<file path="config.mk">
export PLATFORM = sky130hd
export DESIGN_NAME = systolic_input_skewer
export DESIGN_NICKNAME = d
export VERILOG_FILES = /design/src/rtl/systolic_input_skewer.sv
export SDC_FILE = /design/constraint.sdc
export NUM_CORES = 1
export LEC_CHECK = 0
export BUFFER_PORTS_ARGS = -buffer_cell sky130_fd_sc_hd__buf_2
export CAP_MARGIN = 10
export CORE_MARGIN = 1
export CORE_UTILIZATION = 55
export DETAILED_ROUTE_END_ITERATION = 12
export PLACE_DENSITY = 0.74
export SLEW_MARGIN = 0
export SYNTH_ARGS = -nofsm -noshare
export SYNTH_HDL_FRONTEND = slang
export SYNTH_SLANG_ARGS = --single-unit
</file>
<file path="constraint.sdc">
create_clock -name clk -period 17.65 [get_ports clk]
set_clock_uncertainty 0.05 [all_clocks]
set_input_delay 0.8825 -clock clk [delete_from_list [all_inputs] [get_ports clk]]
set_output_delay 0.8825 -clock clk [all_outputs]
set_load 0.03 [all_outputs]
</file>
<file path="src/rtl/systolic_input_skewer.sv">
// Input skewer for the PE array: row FIFO, diagonal re-timing (lane i delayed i+1 advances) and tile drain.
// Optional SKEWER_ZERO_FLAG_EN adds a per-lane out_zero flag carried through the skew chains.
module systolic_input_skewer #(
    parameter int WIDTH_B    = 16,
    parameter int LANES      = 4,
    parameter int FIFO_DEPTH = 4
) (
    input  logic                       clk,
    input  logic                       rst_n,
    input  logic                       in_valid,
    output logic                       in_ready,
    input  logic [LANES*WIDTH_B-1:0]   in_data,
    input  logic                       in_last,
    input  logic                       array_ready,
    output logic                       pipeline_en,
    output logic [LANES*WIDTH_B-1:0]   out_data,
    output logic [LANES-1:0]           out_valid,
`ifdef SKEWER_ZERO_FLAG_EN
    output logic [LANES-1:0]           out_zero,
`endif
    output logic                       tile_done
);

    localparam int DW    = LANES * WIDTH_B;
    localparam int PTR_W = $clog2(FIFO_DEPTH);
    localparam int CNT_W = PTR_W + 1;
    localparam int DRN_W = $clog2(LANES);

    typedef enum logic [1:0] {
        S_IDLE,
        S_STREAM,
        S_DRAIN,
        S_DONE
    } state_t;

    // FIFO storage: {last, row}
    logic [DW:0]        fifo_mem [FIFO_DEPTH];
    logic [PTR_W-1:0]   wr_ptr_q, wr_ptr_d;
    logic [PTR_W-1:0]   rd_ptr_q, rd_ptr_d;
    logic [CNT_W-1:0]   count_q, count_d;
    logic               fifo_full;
    logic               fifo_empty;
    logic               push;
    logic               pop;
    logic [DW:0]        head_entry;

    state_t             state_q, state_d;
    logic [DRN_W-1:0]   drain_cnt_q, drain_cnt_d;
    logic               advance;
    logic               head_valid;
    logic [DW-1:0]      head_data;
    logic               done;

    assign fifo_full  = (count_q == CNT_W'(FIFO_DEPTH));
    assign fifo_empty = (count_q == '0);
    assign in_ready   = ~fifo_full;
    assign push       = in_valid & ~fifo_full;
    assign head_entry = fifo_mem[rd_ptr_q];

    always_comb begin
        wr_ptr_d = wr_ptr_q + PTR_W'(push);
        rd_ptr_d = rd_ptr_q + PTR_W'(pop);
        count_d  = count_q + CNT_W'(push) - CNT_W'(pop);
    end

    always_ff @(posedge clk) begin
        if (push) begin
            fifo_mem[wr_ptr_q] <= {in_last, in_data};
        end
    end

    always_ff @(posedge clk) begin
        if (!rst_n) begin
            wr_ptr_q    <= '0;
            rd_ptr_q    <= '0;
            count_q     <= '0;
            state_q     <= S_IDLE;
            drain_cnt_q <= '0;
        end else begin
            wr_ptr_q    <= wr_ptr_d;
            rd_ptr_q    <= rd_ptr_d;
            count_q     <= count_d;
            state_q     <= state_d;
            drain_cnt_q <= drain_cnt_d;
        end
    end

    // An empty FIFO mid-tile holds the array rather than injecting a bubble,
    // so the diagonal alignment between lanes is never broken.
    always_comb begin
        state_d     = state_q;
        drain_cnt_d = drain_cnt_q;
        pop         = 1'b0;
        advance     = 1'b0;
        head_valid  = 1'b0;
        head_data   = '0;
        done        = 1'b0;
        case (state_q)
            S_IDLE, S_STREAM: begin
                if (!fifo_empty && array_ready) begin
                    pop         = 1'b1;
                    advance     = 1'b1;
                    head_valid  = 1'b1;
                    head_data   = head_entry[DW-1:0];
                    drain_cnt_d = '0;
                    state_d     = head_entry[DW] ? S_DRAIN : S_STREAM;
                end
            end
            S_DRAIN: begin
                if (array_ready) begin
                    advance = 1'b1;
                    if (drain_cnt_q == DRN_W'(LANES - 2)) begin
                        drain_cnt_d = '0;
                        state_d     = S_DONE;
                    end else begin
                        drain_cnt_d = drain_cnt_q + DRN_W'(1);
                    end
                end
            end
            S_DONE: begin
                done    = 1'b1;
                state_d = S_IDLE;
            end
            default: state_d = S_IDLE;
        endcase
    end

    assign pipeline_en = advance;
    assign tile_done   = done;

    for (genvar gi = 0; gi < LANES; gi++) begin : g_lane
        logic [gi:0][WIDTH_B-1:0] data_q, data_d;
        logic [gi:0]              vld_q, vld_d;
`ifdef SKEWER_ZERO_FLAG_EN
        logic [gi:0]              zero_q, zero_d;
`endif

        always_comb begin
            data_d = data_q;
            vld_d  = vld_q;
`ifdef SKEWER_ZERO_FLAG_EN
            zero_d = zero_q;
`endif
            if (advance) begin
                data_d[0] = head_data[gi*WIDTH_B +: WIDTH_B];
                vld_d[0]  = head_valid;
`ifdef SKEWER_ZERO_FLAG_EN
                zero_d[0] = head_valid && (head_data[gi*WIDTH_B +: WIDTH_B] == '0);
`endif
                for (int s = 1; s <= gi; s++) begin
                    data_d[s] = data_q[s-1];
                    vld_d[s]  = vld_q[s-1];
`ifdef SKEWER_ZERO_FLAG_EN
                    zero_d[s] = zero_q[s-1];
`endif
                end
            end
        end

        always_ff @(posedge clk) begin
            if (!rst_n) begin
                data_q <= '0;
                vld_q  <= '0;
`ifdef SKEWER_ZERO_FLAG_EN
                zero_q <= '0;
`endif
            end else begin
                data_q <= data_d;
                vld_q  <= vld_d;
`ifdef SKEWER_ZERO_FLAG_EN
                zero_q <= zero_d;
`endif
            end
        end

        assign out_data[gi*WIDTH_B +: WIDTH_B] = data_q[gi];
        assign out_valid[gi]                   = vld_q[gi];
`ifdef SKEWER_ZERO_FLAG_EN
        assign out_zero[gi]                    = zero_q[gi];
`endif
    end

endmodule

</file>
==> metrics.txt, run 1 <==
Worst-Margin Slew=1.08 ns; setup bufs post-CTS=0; Power, Total=0.00263 W; cts-stage hold buffer count=0; Synth area leaders=edfxtp_1, dfxtp_1, mux4_2, mux2i_1, nand2_1; root buffer cell=clkbuf_16; Nets=1132; layout cells sized above 1=0.274; CORE AREA=0.0286 mm^2; RePlAce Congestion=0.698; Sw Ratio=0.255; CTS H-tree depth=2; Crit path buffers/inverters=2; Async SR Flop Fraction=0; die height=173 um; area grow syn2layout=13.0%; Most common cell on crit path=buf_4; Final ANT Viol Nets=0; Tot GR Track Use=0.196; unrepaired setup endpoints after global routing=no; initial cell density of the core=0.559; row cnt=between 60 and 70; Startpoint Class=flip-flop; max_cap viols=0; Cell variety after synth=36; final WL=28300 um; TritonCTS clock tree=yes; area of the multi-input gates=between 0.004 and 0.005 mm^2; CP max-delay cell=buf_4; Critical Path RT=18.05 ns; critical path class=reg2reg; Hold Path Depth=2; CP Max Fanout=between 60 and 70; Hold Crit Class=reg2reg; clock latency on the worst-skew pair=0.53 ns; post-synthesis sequential area ratio=0.707; WL/cell=19.1 um; CP delay by family, top=buffers and inverters; Final Hold Violating Endpoints=0; Reg2Reg Setup Slack=14.76 ns; DRC viols=0; pwr/cell area=146 mW/mm^2; GR Overflow Total=0; Tmin final=between 2 and 3 ns; Hold EP=out_data[61]$_SDFFE_PN0P_; DIE WIDTH=173 um; fmax=346 MHz; die area=just under 0.03 mm^2; post-synth top area cell=edfxtp_1; Mean Syn Cell Area=16.4 um^2; largest net degree at the start of global routing=108; Worst IR Drop VDD=0.0000857 V; vias in the first global route=roughly 8200; register area=0.0113 mm^2; Clk pwr share=0.345; DP HPWL=between 15000 and 20000 um; initial antenna violation count=5; Slew Viols, Final=0; sequential power share=0.480; CP Capture Type=flip-flop; buffers added on ports=139; most common cell after layout, fill and taps aside=edfxtp_1; Final TNS setup=0 ns; crit-path max cell delay=0.89 ns; top cell type's share of synthesized area=0.488; Mapped Cells=973; r2r endpoint=out_data[32]$_SDFFE_PN0P_; HP Start=out_data[61]$_SDFFE_PN0P_; P_leak=about 6.6 nW; R2R cell count=5; critical-path cell list=or3_1, o211ai_4, buf_4, buf_4, mux2i_1; Worst Path Arrival=3.28 ns; P_int=between 0.0015 and 0.002 W; # setup viols final=0; number of flops mapped to enable cells by yosys=260; worst-case clock buffer depth=3; Clock transition at path regs=0.06 ns; Post-Syn Nets=roughly 1000; Initial DRC Count=548; Yosys reg bits=435; fill count=2053; Sw Pwr=0.000673 W; combinational share of power=0.175; RR Startpoint=count_q[1]$_SDFF_PN0_; post-CTS resize count=0; clk sinks=between 400 and 500; main flop type after synthesis=edfxtp_1; status=finished, final reports clean; most frequent cells in the layout=edfxtp_1, dfxtp_1, nand2_1; CTS buffer count=between 40 and 50; first-pass GRT wire length=~46000 um; cell area after synthesis=around 0.016 mm^2; Final period util=0.164; DR vias/cell=5.46; Yosys warning total=0; drt first pass iters=4; via count=8079; max_slew headroom=0.278; IO Count=140
[worst reg2reg max path, cell delays in order (launching register included)]
cell and delay [ns]:
dfxtp_1 0.33, or3_1 0.44, o211ai_4 0.20, buf_4 0.50
buf_4 0.92, mux2i_1 0.36
[Yosys cell counts, types with 2 or more instances]
cell type and count:
a32o_1 17, and2_1 4, buf_2 14, buf_4 56, buf_6 6, clkbuf_1 32, dfxtp_1 175, edfxtp_1 260
ha_1 2, inv_1 5, mux2i_1 100, mux4_2 65, nand2_1 154, nand2b_1 2, nand3b_1 2, nor2_1 3
nor3_1 3, nor3b_1 3, nor4_1 2, o2bb2ai_1 38, o2bb2ai_2 10, or3_1 3, xnor2_1 4
[logic make-up after synthesis]
group / Yosys count / share of synthesized area
flip-flops: 435 / 0.707
AND/OR/NAND/NOR: 179 / 0.0459
multiplexers: 165 / 0.154
buffers and inverters: 115 / 0.0440
AO/OA/AOI/OAI: 72 / 0.0443
XOR/XNOR: 4 / 0.00219
adder cells (fa/ha/maj): 3 / 0.00281
[how the worst max path moves through the flow]
stage / depth (start not counted) / to / startpoint / slack (ns)
CTS: 5 / out_data[32]$_SDFFE_PN0P_ / count_q[1]$_SDFF_PN0_ / 14.74
floorplan: 2 / fifo_mem[1][0]$_DFFE_PP_ / in_valid / 11.20
global placement: 5 / out_data[30]$_SDFFE_PN0P_ / array_ready / 14.68
detailed placement: 5 / out_data[37]$_SDFFE_PN0P_ / array_ready / 14.62
finish: 5 / out_data[32]$_SDFFE_PN0P_ / count_q[1]$_SDFF_PN0_ / 14.76
global route: 5 / g_lane[3].data_q[41]$_SDFFE_PN0P_ / count_q[1]$_SDFF_PN0_ / 14.57
[state kept, by name, indices dropped and copies added, names as in the netlist]
name,count
count_q,3
g_lane.data_q,112
rd_ptr_q,2
g_lane.vld_q,4
drain_cnt_q,2
fifo_mem,260
out_data,48
wr_ptr_q,2
state_q,2
[layout make-up]
type                            instances  area share
Inverter                                6     0.00131
Multi-Input combinational cell        423       0.222
Tap cell                              384      0.0266
Clock buffer                           69      0.0728
Antenna cell                            2    0.000277
Clock inverter                          8     0.00630
Sequential cell                       435       0.626
Timing Repair Buffer                  152      0.0442
[per-layer routing]
metal / vias up / GRT usage / part of all wire
met5: - / 0 / 0.0013
met4: 6 / 0.0491 / 0.015
met3: 46 / 0.0479 / 0.070
met2: 209 / 0.317 / 0.48
met1: 4011 / 0.269 / 0.43
li1: 3807 / - / -
[through the flow]
| stage | std cells | util | setup WS (ns) | area, um^2 | hold slack, ns |
|---|---|---|---|---|---|
| finish | 1479 | 0.632 | 14.76 | 18100 | 0.405 |
| global route | 1477 | 0.631 | 14.57 | 18100 | 0.428 |
| CTS | 1477 | 0.631 | 14.74 | 18100 | 0.407 |
| detailed placement | 1400 | 0.581 | 14.62 | 16600 | 0.399 |
| global placement | 1400 | 0.581 | 14.68 | 16600 | 0.390 |
| floorplan | 973 | - | 11.20 | 16000 | 0.385 |
[power groups by stage]
| stage | combinational [W] | sequential, W | clock [W] |
|---|---|---|---|
| detailed placement | 0.000470 | 0.00129 | 0 |
| global route | 0.000499 | 0.00128 | 0.000966 |
| finish | 0.000462 | 0.00126 | 0.000909 |
| CTS | 0.000473 | 0.00127 | 0.000926 |
| floorplan | 0.000375 | 0.00128 | 0 |
| global placement | 0.000462 | 0.00128 | 0 |
Note: power is estimated with default switching activity, not from simulation.
==> run 2: changes to the inputs <==
--- a/config.mk
+++ b/config.mk
@@ -8,9 +8,9 @@
 export BUFFER_PORTS_ARGS = -buffer_cell sky130_fd_sc_hd__buf_2
 export CAP_MARGIN = 10
 export CORE_MARGIN = 1
-export CORE_UTILIZATION = 55
+export CORE_UTILIZATION = 53
 export DETAILED_ROUTE_END_ITERATION = 12
-export PLACE_DENSITY = 0.74
+export PLACE_DENSITY = 0.75
 export SLEW_MARGIN = 0
 export SYNTH_ARGS = -nofsm -noshare
 export SYNTH_HDL_FRONTEND = slang
==> constraint.sdc (replaced) <==
create_clock -name clk -period 2.6 [get_ports clk]
set_clock_uncertainty 0.05 [all_clocks]
set_input_delay 0.13 -clock clk [delete_from_list [all_inputs] [get_ports clk]]
set_output_delay 0.13 -clock clk [all_outputs]
set_load 0.03 [all_outputs]
==> metrics.txt, run 2 (synthesis gave the netlist of run 1 again) <==
clk sinks=435 (unchanged); layout cells sized above 1=0.265 (was 0.274); root buffer cell=clkbuf_16 (unchanged); RR Startpoint=count_q[2]$_SDFF_PN0_ (was count_q[1]$_SDFF_PN0_); Worst IR Drop VDD=0.000540 V (was 0.0000857 V); buffers added on ports=139 (unchanged); Nets=1211 (was 1132); crit-path max cell delay=0.46 ns (was 0.89 ns); combinational share of power=0.192 (was 0.175); HP Start=in_valid (was out_data[61]$_SDFFE_PN0P_); CP Capture Type=output pin (was flip-flop); Clock transition at path regs=0.06 ns (about the same); final WL=29400 um (was 28300 um); worst-case clock buffer depth=3 (unchanged); Final ANT Viol Nets=0 (unchanged); P_int=0.0132 W (was 0.00196 W); first-pass GRT wire length=46400 um (was 45500 um); Clk pwr share=0.329 (was 0.345); unrepaired setup endpoints after global routing=no (unchanged); DRC viols=0 (unchanged); initial cell density of the core=0.540 (was 0.559); Worst-Margin Slew=0.565 ns (was 1.08 ns); Slew Viols, Final=0 (unchanged); CP max-delay cell=or3_1 (was buf_4); clock latency on the worst-skew pair=0.53 ns (about the same); Final period util=0.918; WL/cell=18.8 um (was 19.1 um); Critical Path RT=2.42 ns (was 18.05 ns); initial antenna violation count=1 (was 5); post-CTS resize count=0 (unchanged); max reg flops=260 (unchanged); CTS H-tree depth=2 (unchanged); drt first pass iters=5 (was 4); DP HPWL=17100 um (was 16000 um); DR vias/cell=5.42 (was 5.46); die height=176 um (was 173 um); DIE WIDTH=176 um (was 173 um); most common cell after layout, fill and taps aside=edfxtp_1 (unchanged); GR Overflow Total=0 (unchanged); area grow syn2layout=18.3% (was 13.0%); Ant. Diodes=0 (was 2); DP Worst Slack=0.436 ns (was 14.62 ns); P_leak=6.98 nW (was 6.63 nW); die area=0.0309 mm^2 (was 0.0298 mm^2); CTS buffer count=43 (was 42); largest net degree at the start of global routing=78 (was 108); Final Hold Violating Endpoints=0 (unchanged); row cnt=63 (was 62); CP startpoint=count_q[1]$_SDFF_PN0_ (unchanged); critical path class=reg2out (was reg2reg); Top reg by flops=fifo_mem (unchanged); pwr/cell area=943 mW/mm^2 (was 146 mW/mm^2); # setup viols final=0 (unchanged); fmax=419 MHz; CP delay by family, top=buffers and inverters (unchanged); sequential power share=0.478 (was 0.480); Tmin final=roughly 2.4 ns; Tot GR Track Use=0.196 (about the same); TritonCTS clock tree=yes (unchanged); RePlAce Congestion=0.700 (was 0.698); vias in the first global route=8579 (was 8224); max_cap viols=0 (unchanged); Startpoint Class=flip-flop (unchanged); most frequent cells in the layout=edfxtp_1, dfxtp_1, nand2_1 (unchanged); via count=8473 (was 8079); Initial DRC Count=528 (was 548); setup bufs post-CTS=0 (unchanged); Worst Path Arrival=2.21 ns (was 3.28 ns); IO Count=140 (unchanged); hold_ws=0.136 ns (was 0.405 ns); Sw Pwr=0.00466 W (was 0.000673 W); CORE AREA=0.0296 mm^2 (was 0.0286 mm^2); CP Max Fanout=17 (was 64); Setup WS post-layout=0.213 ns (was 14.76 ns); status=finished, final reports clean (unchanged); max_slew headroom=0.623 (was 0.278); Hold Crit Class=in2reg (was reg2reg); critical-path cell list=or3_1, o211ai_4, clkinv_2, buf_2 (was or3_1, o211ai_4, buf_4, buf_4, mux2i_1); Crit path buffers/inverters=2 (unchanged); Sw Ratio=0.261 (was 0.255)
run 2: metal layers:
metal  track usage  part of all wire  up-vias
met5             0           0.00044        -
met4        0.0562             0.020        2
met3        0.0370             0.048       50
met2         0.337              0.50      213
met1         0.252              0.43     4233
li1              -                 -     3975
run 2: power by group through the flow:
stage | clock network [W] | logic [W] | registers (W)
final | 0.00588 | 0.00343 | 0.00854
after global routing | 0.00631 | 0.00369 | 0.00862
after CTS | 0.00604 | 0.00349 | 0.00855
after detailed placement | 0 | 0.00338 | 0.00869
after global placement | 0 | 0.00334 | 0.00865
after floorplan | 0 | 0.00257 | 0.00866
run 2: path summary, 6_finish.rpt:
check,end,slack [ns],cells past startpoint
max reg2reg,count_q[2]$_SDFF_PN0_,0.43,8
max,pipeline_en,0.21,4
min,wr_ptr_q[0]$_SDFF_PN0_,0.14,5
min reg2reg,out_data[57]$_SDFFE_PN0P_,0.40,2
run 2: area by class of cell:
type | count | area, um^2
tap | 390 | 488
fill | 2167 | 10700
inverter | 6 | 23.8
timing repair buffer | 230 | 1690
clock buffer | 67 | 1260
clock inverter | 13 | 101
multi-input combinational | 423 | 4050
sequential | 435 | 11300
run 2: repair_timing:
| action | 4_1_cts | 5_1_grt |
|---|---|---|
| hold buffers | 67 | 0 |
| endpoints found under the setup margin | 0 | 0 |
| endpoints found under the hold margin | 274 | 0 |
run 2: stage by stage:
step	cells	cell area [um^2]	TNS (ns)	power [W]	util
2_1_floorplan	973	16000	-50.79	0.0112	-
3_3_place_gp	1417	16900	0	0.0120	0.570
3_5_place_dp	1417	16900	0	0.0121	0.570
4_1_cts	1564	18900	0	0.0181	0.639
5_1_grt	1564	18900	0	0.0186	0.639
6_report	1564	18900	0	0.0179	0.639
run 2: worst register-to-register path, stage by stage, from the launching register on:
cell,delay (ns)
dfxtp_2,0.36
or3b_4,0.41
nand2_4,0.14
xnor2_1,0.09
ha_1,0.20
fa_1,0.41
xnor2_1,0.15
xnor2_1,0.12
and2_1,0.14
